### config.mk
export PLATFORM = sky130hd
export DESIGN_NAME = two_mult_add_backprop
export DESIGN_NICKNAME = d
export VERILOG_FILES = /design/src/rtl/lstm_fixed_pkg.sv /design/src/rtl/grad_accumulator.sv /design/src/rtl/two_mult_add_backprop.sv
export SDC_FILE = /design/constraint.sdc
export NUM_CORES = 2
export LEC_CHECK = 0
export ABC_CLOCK_PERIOD_IN_PS = 3850
export CAP_MARGIN = 10
export CORE_ASPECT_RATIO = 2
export CORE_UTILIZATION = 55
export CTS_BUF_LIST = sky130_fd_sc_hd__clkbuf_2 sky130_fd_sc_hd__clkbuf_4 sky130_fd_sc_hd__clkbuf_8
export CTS_CLUSTER_SIZE = 20
export DETAILED_ROUTE_END_ITERATION = 6
export PLACE_DENSITY = 0.73
export SLEW_MARGIN = 20
export SYNTH_ARGS = -nofsm -noshare
export SYNTH_HDL_FRONTEND = slang
export SYNTH_SLANG_ARGS = --single-unit
### constraint.sdc
create_clock -name clk -period 3.85 [get_ports clk]
set_input_delay 0.9625 -clock clk [delete_from_list [all_inputs] [get_ports clk]]
set_output_delay 0.9625 -clock clk [all_outputs]
set_load 0.01 [all_outputs]
### src/rtl/lstm_fixed_pkg.sv
// Shared fixed-point types, defaults and helpers for the LSTM gate datapaths.
// Helpers work on 64-bit signed values so callers of any width <= 32 can share them.
package lstm_fixed_pkg;

    localparam int DATA_WIDTH_DEF  = 16;
    localparam int FRACT_WIDTH_DEF = 8;
    localparam int ACC_WIDTH_DEF   = 24;

    typedef logic signed [DATA_WIDTH_DEF-1:0] fx_t;

    typedef enum logic [1:0] {
        IDLE  = 2'd0,
        ACCUM = 2'd1,
        DONE  = 2'd2
    } state_t;

    // Full-precision product, then arithmetic shift back to the operand's Q format.
    function automatic logic signed [63:0] fx_mul_shift(input logic signed [63:0] a,
                                                        input logic signed [63:0] b,
                                                        input int fract);
        return (a * b) >>> fract;
    endfunction

    // Clamp to the signed range of a w-bit value.
    function automatic logic signed [63:0] fx_sat(input logic signed [63:0] v,
                                                  input int w);
        logic signed [63:0] hi;
        logic signed [63:0] lo;
        hi = (64'sd1 <<< (w - 1)) - 64'sd1;
        lo = -hi - 64'sd1;
        if (v > hi)
            return hi;
        else if (v < lo)
            return lo;
        else
            return v;
    endfunction

endpackage

### src/rtl/grad_accumulator.sv
// One wrapping signed accumulator with synchronous clear and a saturated view
// narrowed to the data width.
module grad_accumulator
    import lstm_fixed_pkg::*;
#(
    parameter int DATA_WIDTH = DATA_WIDTH_DEF,
    parameter int ACC_WIDTH  = ACC_WIDTH_DEF
) (
    input  logic                  clk,
    input  logic                  rst_n,
    input  logic                  clear,
    input  logic                  en,
    input  logic [ACC_WIDTH-1:0]  addend,
    output logic [DATA_WIDTH-1:0] sat_out
);

    logic [ACC_WIDTH-1:0] acc;

    always_ff @(posedge clk or negedge rst_n) begin
        if (!rst_n)
            acc <= '0;
        else if (clear)
            acc <= '0;
        else if (en)
            acc <= acc + addend;
    end

    assign sat_out = DATA_WIDTH'(fx_sat(64'($signed(acc)), DATA_WIDTH));

endmodule

### src/rtl/two_mult_add_backprop.sv
// Backward pass of the two-input gate MAC: streams dX/dM per sample and
// accumulates dW0/dW1/db over a sequence, presenting them until acknowledged.
//
// state | meaning
// IDLE  | accumulators zero, waiting for first sample of a sequence
// ACCUM | mid-sequence, accumulating parameter gradients
// DONE  | sequence closed, gradients presented until grad_ack
module two_mult_add_backprop
    import lstm_fixed_pkg::*;
#(
    parameter int DATA_WIDTH  = DATA_WIDTH_DEF,
    parameter int FRACT_WIDTH = FRACT_WIDTH_DEF,
    parameter int ACC_WIDTH   = ACC_WIDTH_DEF
) (
    input  logic                  clk,
    input  logic                  rst_n,
    input  logic                  in_valid,
    output logic                  in_ready,
    input  logic                  in_last,
    input  logic [DATA_WIDTH-1:0] d_out,
    input  logic [DATA_WIDTH-1:0] x,
    input  logic [DATA_WIDTH-1:0] m,
    input  logic [DATA_WIDTH-1:0] w0,
    input  logic [DATA_WIDTH-1:0] w1,
    output logic [DATA_WIDTH-1:0] dx,
    output logic [DATA_WIDTH-1:0] dm,
    output logic                  out_valid,
    input  logic                  out_ready,
    output logic [DATA_WIDTH-1:0] grad_dw0,
    output logic [DATA_WIDTH-1:0] grad_dw1,
    output logic [DATA_WIDTH-1:0] grad_db,
    output logic                  grad_valid,
    input  logic                  grad_ack
);

    state_t state;
    state_t state_next;

    logic accept;
    logic clear;

    logic signed [63:0] d_ext;
    logic signed [63:0] x_ext;
    logic signed [63:0] m_ext;
    logic signed [63:0] w0_ext;
    logic signed [63:0] w1_ext;

    logic [ACC_WIDTH-1:0] add_dw0;
    logic [ACC_WIDTH-1:0] add_dw1;
    logic [ACC_WIDTH-1:0] add_db;

    assign d_ext  = 64'($signed(d_out));
    assign x_ext  = 64'($signed(x));
    assign m_ext  = 64'($signed(m));
    assign w0_ext = 64'($signed(w0));
    assign w1_ext = 64'($signed(w1));

    assign in_ready   = (state != DONE) && (!out_valid || out_ready);
    assign accept     = in_valid && in_ready;
    assign grad_valid = (state == DONE);
    assign clear      = (state == DONE) && grad_ack;

    assign add_dw0 = ACC_WIDTH'(fx_mul_shift(d_ext, x_ext, FRACT_WIDTH));
    assign add_dw1 = ACC_WIDTH'(fx_mul_shift(d_ext, m_ext, FRACT_WIDTH));
    assign add_db  = ACC_WIDTH'(d_ext);

    always_ff @(posedge clk or negedge rst_n) begin
        if (!rst_n)
            state <= IDLE;
        else
            state <= state_next;
    end

    always_comb begin
        state_next = state;
        case (state)
            IDLE:    if (accept) state_next = in_last ? DONE : ACCUM;
            ACCUM:   if (accept && in_last) state_next = DONE;
            DONE:    if (grad_ack) state_next = IDLE;
            default: state_next = IDLE;
        endcase
    end

    // dx/dm wrap to the data width, matching the forward gate's rounding rule.
    always_ff @(posedge clk or negedge rst_n) begin
        if (!rst_n) begin
            dx        <= '0;
            dm        <= '0;
            out_valid <= 1'b0;
        end else if (accept) begin
            dx        <= DATA_WIDTH'(fx_mul_shift(w0_ext, d_ext, FRACT_WIDTH));
            dm        <= DATA_WIDTH'(fx_mul_shift(w1_ext, d_ext, FRACT_WIDTH));
            out_valid <= 1'b1;
        end else if (out_ready) begin
            out_valid <= 1'b0;
        end
    end

    grad_accumulator #(.DATA_WIDTH(DATA_WIDTH), .ACC_WIDTH(ACC_WIDTH)) u_acc_dw0 (
        .clk(clk), .rst_n(rst_n), .clear(clear), .en(accept),
        .addend(add_dw0), .sat_out(grad_dw0)
    );

    grad_accumulator #(.DATA_WIDTH(DATA_WIDTH), .ACC_WIDTH(ACC_WIDTH)) u_acc_dw1 (
        .clk(clk), .rst_n(rst_n), .clear(clear), .en(accept),
        .addend(add_dw1), .sat_out(grad_dw1)
    );

    grad_accumulator #(.DATA_WIDTH(DATA_WIDTH), .ACC_WIDTH(ACC_WIDTH)) u_acc_db (
        .clk(clk), .rst_n(rst_n), .clear(clear), .en(accept),
        .addend(add_db), .sat_out(grad_db)
    );

endmodule

* Word level (Yosys, flattened, before mapping)
Cells that the tools add are included.
** Word-level totals
- Input port bits :: 86
- Bits in registers :: 107
- Logic and storage cells :: 55
** Operators by class
- Muxes and demuxes :: 19
- Eq/ne operators :: 6
- Reductions and logical operators :: 10
- Multiply operators :: 4
- $add $sub $neg :: 3
- $lt $le $gt $ge :: 6
** Operator list (count)
- $mux W24 :: 6
- $mux W16 :: 6
- $add A24 B24 Y24 :: 3
- $gt A24 B16 Y1 const B :: 3
- $lt A24 B16 Y1 const B :: 3
- $mul A16 B16 Y32 :: 2
- $mul A16 B16 Y24 :: 2
- $mux W2 :: 4
- $ne A2 B2 Y1 const B :: 3
- $pmux W2 S3 :: 1
- $logic_and A1 B1 Y1 :: 4
- $reduce_bool A2 Y1 :: 2
- $reduce_and A3 Y1 :: 1
- $eq A2 B1 Y1 const B :: 1
- $eq A2 B2 Y1 const B :: 1
- $logic_not A2 Y1 :: 1
- $mux W1 :: 2
- $ne A2 B1 Y1 const B :: 1
- $logic_not A1 Y1 :: 1
- $logic_or A1 B1 Y1 :: 1

* Depth between registers and ports, before layout
- Depth after elaboration :: 7
- Mapped depth :: 37
- Depth with buffers taken out :: 35

* Modules after synthesis
Synthesis repeated with hierarchy kept, for this count alone.
** Second synthesis, totals
- Cells, all modules :: 4721
- Area total of the unflattened synthesis :: 42233.0 um^2
** By module, submodules not included
- two_mult_add_backprop :: times used 1, area each 35048.6 um^2, cells an instance 3887
- grad_accumulator :: times used 3, area each 2394.8 um^2, cells an instance 278

* Least setup slack after synthesis
Ideal clock, no wire load.
- Path kind :: input to register
- From :: input d_out[9]
- To :: register u_acc_dw0.acc[23]
- Stages on the path :: 31
- Data arrival time :: 8.389 ns
- Setup time :: 0.076 ns
- Path buffers :: 2
- Data required time :: 3.774 ns
- Slack :: -4.616 ns
- Cells stage by stage :: clkbuf_1 > clkbuf_1 > nand2_1 > fa_1 > fa_1 > fa_1 > fa_1 > inv_1 > fa_1 > fa_1 > ha_1 > o21a_1 > nor2_1 > a21oi_2 > and2_1 > o21ai_0 > a21boi_0 > o21a_1 > o21a_1 > nor2_1 > ha_1 > a21o_1 > a21oi_1 > o31ai_1 > a311oi_1 > o21ai_1 > o41ai_2 > o2111ai_1 > a21oi_1 > xnor3_1 > o21ai_1
** On the way
- Longest elaborated chain between the ends :: 4
** Ends and longest elaborated chain
- from (decl) :: line two_mult_add_backprop.sv:20 : input logic [DATA_WIDTH-1:0] d_out,
- $mul A16 B16 Y32 :: line lstm_fixed_pkg.sv:21 : return (a * b) >>> fract;
- $add A24 B24 Y24 :: line grad_accumulator.sv:25 : acc <= acc + addend;
- $mux W24 :: line grad_accumulator.sv:24 : else if (en)
- $mux W24 :: line grad_accumulator.sv:22 : else if (clear)
- to (signal assigned) :: line grad_accumulator.sv:25
- to (decl) :: line grad_accumulator.sv:17 : logic [ACC_WIDTH-1:0] acc;
No other way between the ends. The select of a mux whose other input is x is not followed.
A chain may end at the register's enable or synchronous reset.

* Worst setup path after layout
- From :: input d_out[4]
- To :: register u_acc_dw1.acc[23]
** On the way
- Longest elaborated chain between the ends :: 4
** Ends and longest elaborated chain (line)
- $mul A16 B16 Y32 :: lstm_fixed_pkg.sv:21
- $add A24 B24 Y24 :: grad_accumulator.sv:25
- $mux W24 :: grad_accumulator.sv:24
- $mux W24 :: grad_accumulator.sv:22
- to (signal assigned) :: grad_accumulator.sv:25
- to (decl) :: grad_accumulator.sv:17
No other way between the ends. The select of a mux whose other input is x is not followed.

==> reports/qor.csv <==
metric,value,unit
finalSetupTns,-201.35,ns
synth_warnings,0,
setup_viol,80,
ant_nets,0,
cts_tree,done,
rrSetupSlack,0.71,ns
drv_cap,0,
grt_usage,33.03,%
min_path_type,in2async,
dieArea,75180,um2
fin_ws,-4.069,ns
ioPinCount,169,
multi_input_area,35570,um2
fmax,126.3,MHz
slew_headroom,40.23,%
critPathTopFamily,adder cells,
clk_path_buf_depth,2,
synthSimpleGateAreaFrac,15.71,%
grt_pass1_wl,191700,um
synth_top_family_by_area,adder cells,
antenna_found_initial,10,
critPathMostFrequentCell,o21a_1,
worst_hold_slack,0.3798,ns
clock_skew,0.03344,ns
drc,0,
port_buffers,168,
grt_setup_unrepaired,true,
dp_hpwl,96560,um
vias,34026,
vias_per_cell,5.489,
grt_max_degree,73,
drt_first_iter_violations,1623,
synth_area,40710,um2
finalCritPeriodShare,205.7,%
synth_fp_nets,5894,
ys.flop_type,dfrtp_1,
gp_congestion,0.9472,
grt_overflow,0,
start_kind,primary input,
r2r_end,u_acc_dw1.acc[23],
crit_required,4.31,ns
first_pass_iters,5,
synthMuxAreaShare,0.04917,%
seqCellArea,2678,um2
slowest_delay,0.54,ns
synthCells,4544,
drive_gt1_share,22.89,%
period_needed,7.919,ns
clock-root-buffer,clkbuf_8,
preCtsSetupSlack,-4.834,ns
critPathCaptureType,register,
synth_compound_area_share,6.866,%
cts.sinks,107,
fillers,5214,
ys_seq_area_share,6.577,%
dieWidth,194.4,um
synth_edf_count,0,
fin_util,70.81,%
hold_viol_final,0,
wl,121800,um
drv_slew,0,
syn_area_per_cell,8.959,um2
cp_data_arrival_time,8.38,ns
synth_xor_area_share,3.919,%
reg2reg_from,u_acc_dw1.acc[5],
h-tree-depth,3,
cts_buffers,9,
violations,negative setup slack,
reg2reg_depth,13,
outcome,"complete, but fails checks",
critPathMaxFanout,7,
first_global_vias,38162,
post_drt_wl_per_cell,19.65,um
synth_fa_ha_area_share,55.39,%
design.core.area,73050,um2
clkLatencyLatePin,0.58,ns
path_clk_slew,0.15,ns
holdBufCountCts,0,
synth_cell_types,72,
nets,6619,
cp.buffers_inverters,7,
tightest_slew,0.8965,ns
crit_slowest_cell,fa_1,
ys_async_sr_fraction,100.0,%
fp.dieH,386.8,um
start_util,55.73,%
crit_type,in2reg,
synth-seq-cells,107,
synthToLayoutAreaGrowth,27.06,%
placement_rows,140,
state kept, by name, indices dropped and copies added (netlist names):
register       cells
dm                16
u_acc_db.acc      24
u_acc_dw1.acc     24
u_acc_dw0.acc     24
state              2
dx                16
out_valid          1
cell usage after synthesis (6+ instances only):
library cell,count,area (um2)
o211ai_1,6,45.04
nor3_1,28,140.1
nand4_1,19,118.9
and2_1,410,2565
inv_1,1045,3923
a211oi_1,7,52.55
a21oi_1,84,420.4
or3_1,8,50.05
nand3_1,19,95.09
xnor2_1,110,963.4
o21ai_0,121,605.6
nor2b_1,21,131.4
nor2_1,106,397.9
nand2_1,634,2380
and3_1,11,68.82
o21bai_1,9,67.56
a31oi_1,7,43.79
fa_1,897,17960
a21o_1,29,217.7
dfrtp_1,107,2678
o21ai_1,16,80.08
a32o_1,6,60.06
a22o_1,7,61.31
ha_1,367,4592
nor4_1,10,62.56
o21a_1,75,563.0
clkbuf_1,195,732.0
nand2b_1,44,275.3
xor2_1,67,586.8
o31ai_1,12,90.09
what timing repair did:
action                                  4_1_cts  5_1_grt
resized for setup                           397      276
gates cloned                                  6        3
pin swaps                                   184      197
buffers inserted                             79       44
endpoints found under the setup margin       80       81
hold endpoints to repair                      0        0
placed cells by master (no fill, tap or decap), types with 77 or more instances in the layout:
cell type,Yosys,final
clkdlybuf4s50_1,0,97
ha_1,367,305
inv_1,1045,1001
dfrtp_1,107,107
xnor2_1,110,88
buf_4,0,623
nand2_1,634,594
fa_1,897,873
buf_6,0,84
nor2_1,106,77
and2_1,410,376
kinds of logic after synthesis:
| family | count (synthesis) |
|---|---|
| fa+ha+maj | 1264 |
| flops | 107 |
| compound gates | 423 |
| xor+xnor | 179 |
| mux | 2 |
| simple gates | 1324 |
| buf+inv | 1245 |
through the flow:
stage	instances	instance area [um2]
2_1_floorplan	4544	41800
6_report	6199	51730
5_1_grt	6198	51720
4_1_cts	6161	50310
3_5_place_dp	6063	48300
3_3_place_gp	6063	48300
final cells by class:
cell class / instances / area share, %
Clock buffer: 9 / 0.2395
Sequential cell: 107 / 5.176
Clock inverter: 7 / 0.1669
Timing Repair Buffer: 914 / 15.83
Antenna cell: 2 / 0.009676
Multi-Input combinational cell: 3192 / 68.76
Tap cell: 923 / 2.233
Inverter: 1045 / 7.583
worst max path at each step:
stage | from | cells after the start | slack (ns) | endpoint
after floorplan | d_out[8] | 35 | -4.04 | u_acc_dw1.acc[21]
after global placement | m[5] | 35 | -4.70 | u_acc_dw1.acc[21]
after detailed placement | x[4] | 33 | -4.83 | u_acc_dw0.acc[21]
after CTS | d_out[4] | 32 | -3.84 | u_acc_dw0.acc[23]
after global routing | d_out[4] | 36 | -4.25 | u_acc_dw1.acc[23]
final | d_out[4] | 36 | -4.07 | u_acc_dw1.acc[23]
routing by layer:
metal | vias to the layer above | track usage (%) | wire length (um) | part of all wire, %
met3 | 617 | 5.529 | 6730 | 5.5
met4 | 14 | 24.42 | 10470 | 8.6
met2 | 1217 | 61.45 | 65640 | 54
met5 | - | 0 | 87 | 0.071
li1 | 14975 | - | - | -
met1 | 17203 | 32.56 | 38850 | 32
Power is left out: the tool's default activity adds up to more than one toggle a clock period on the data nets, which glitch-free logic cannot reach.
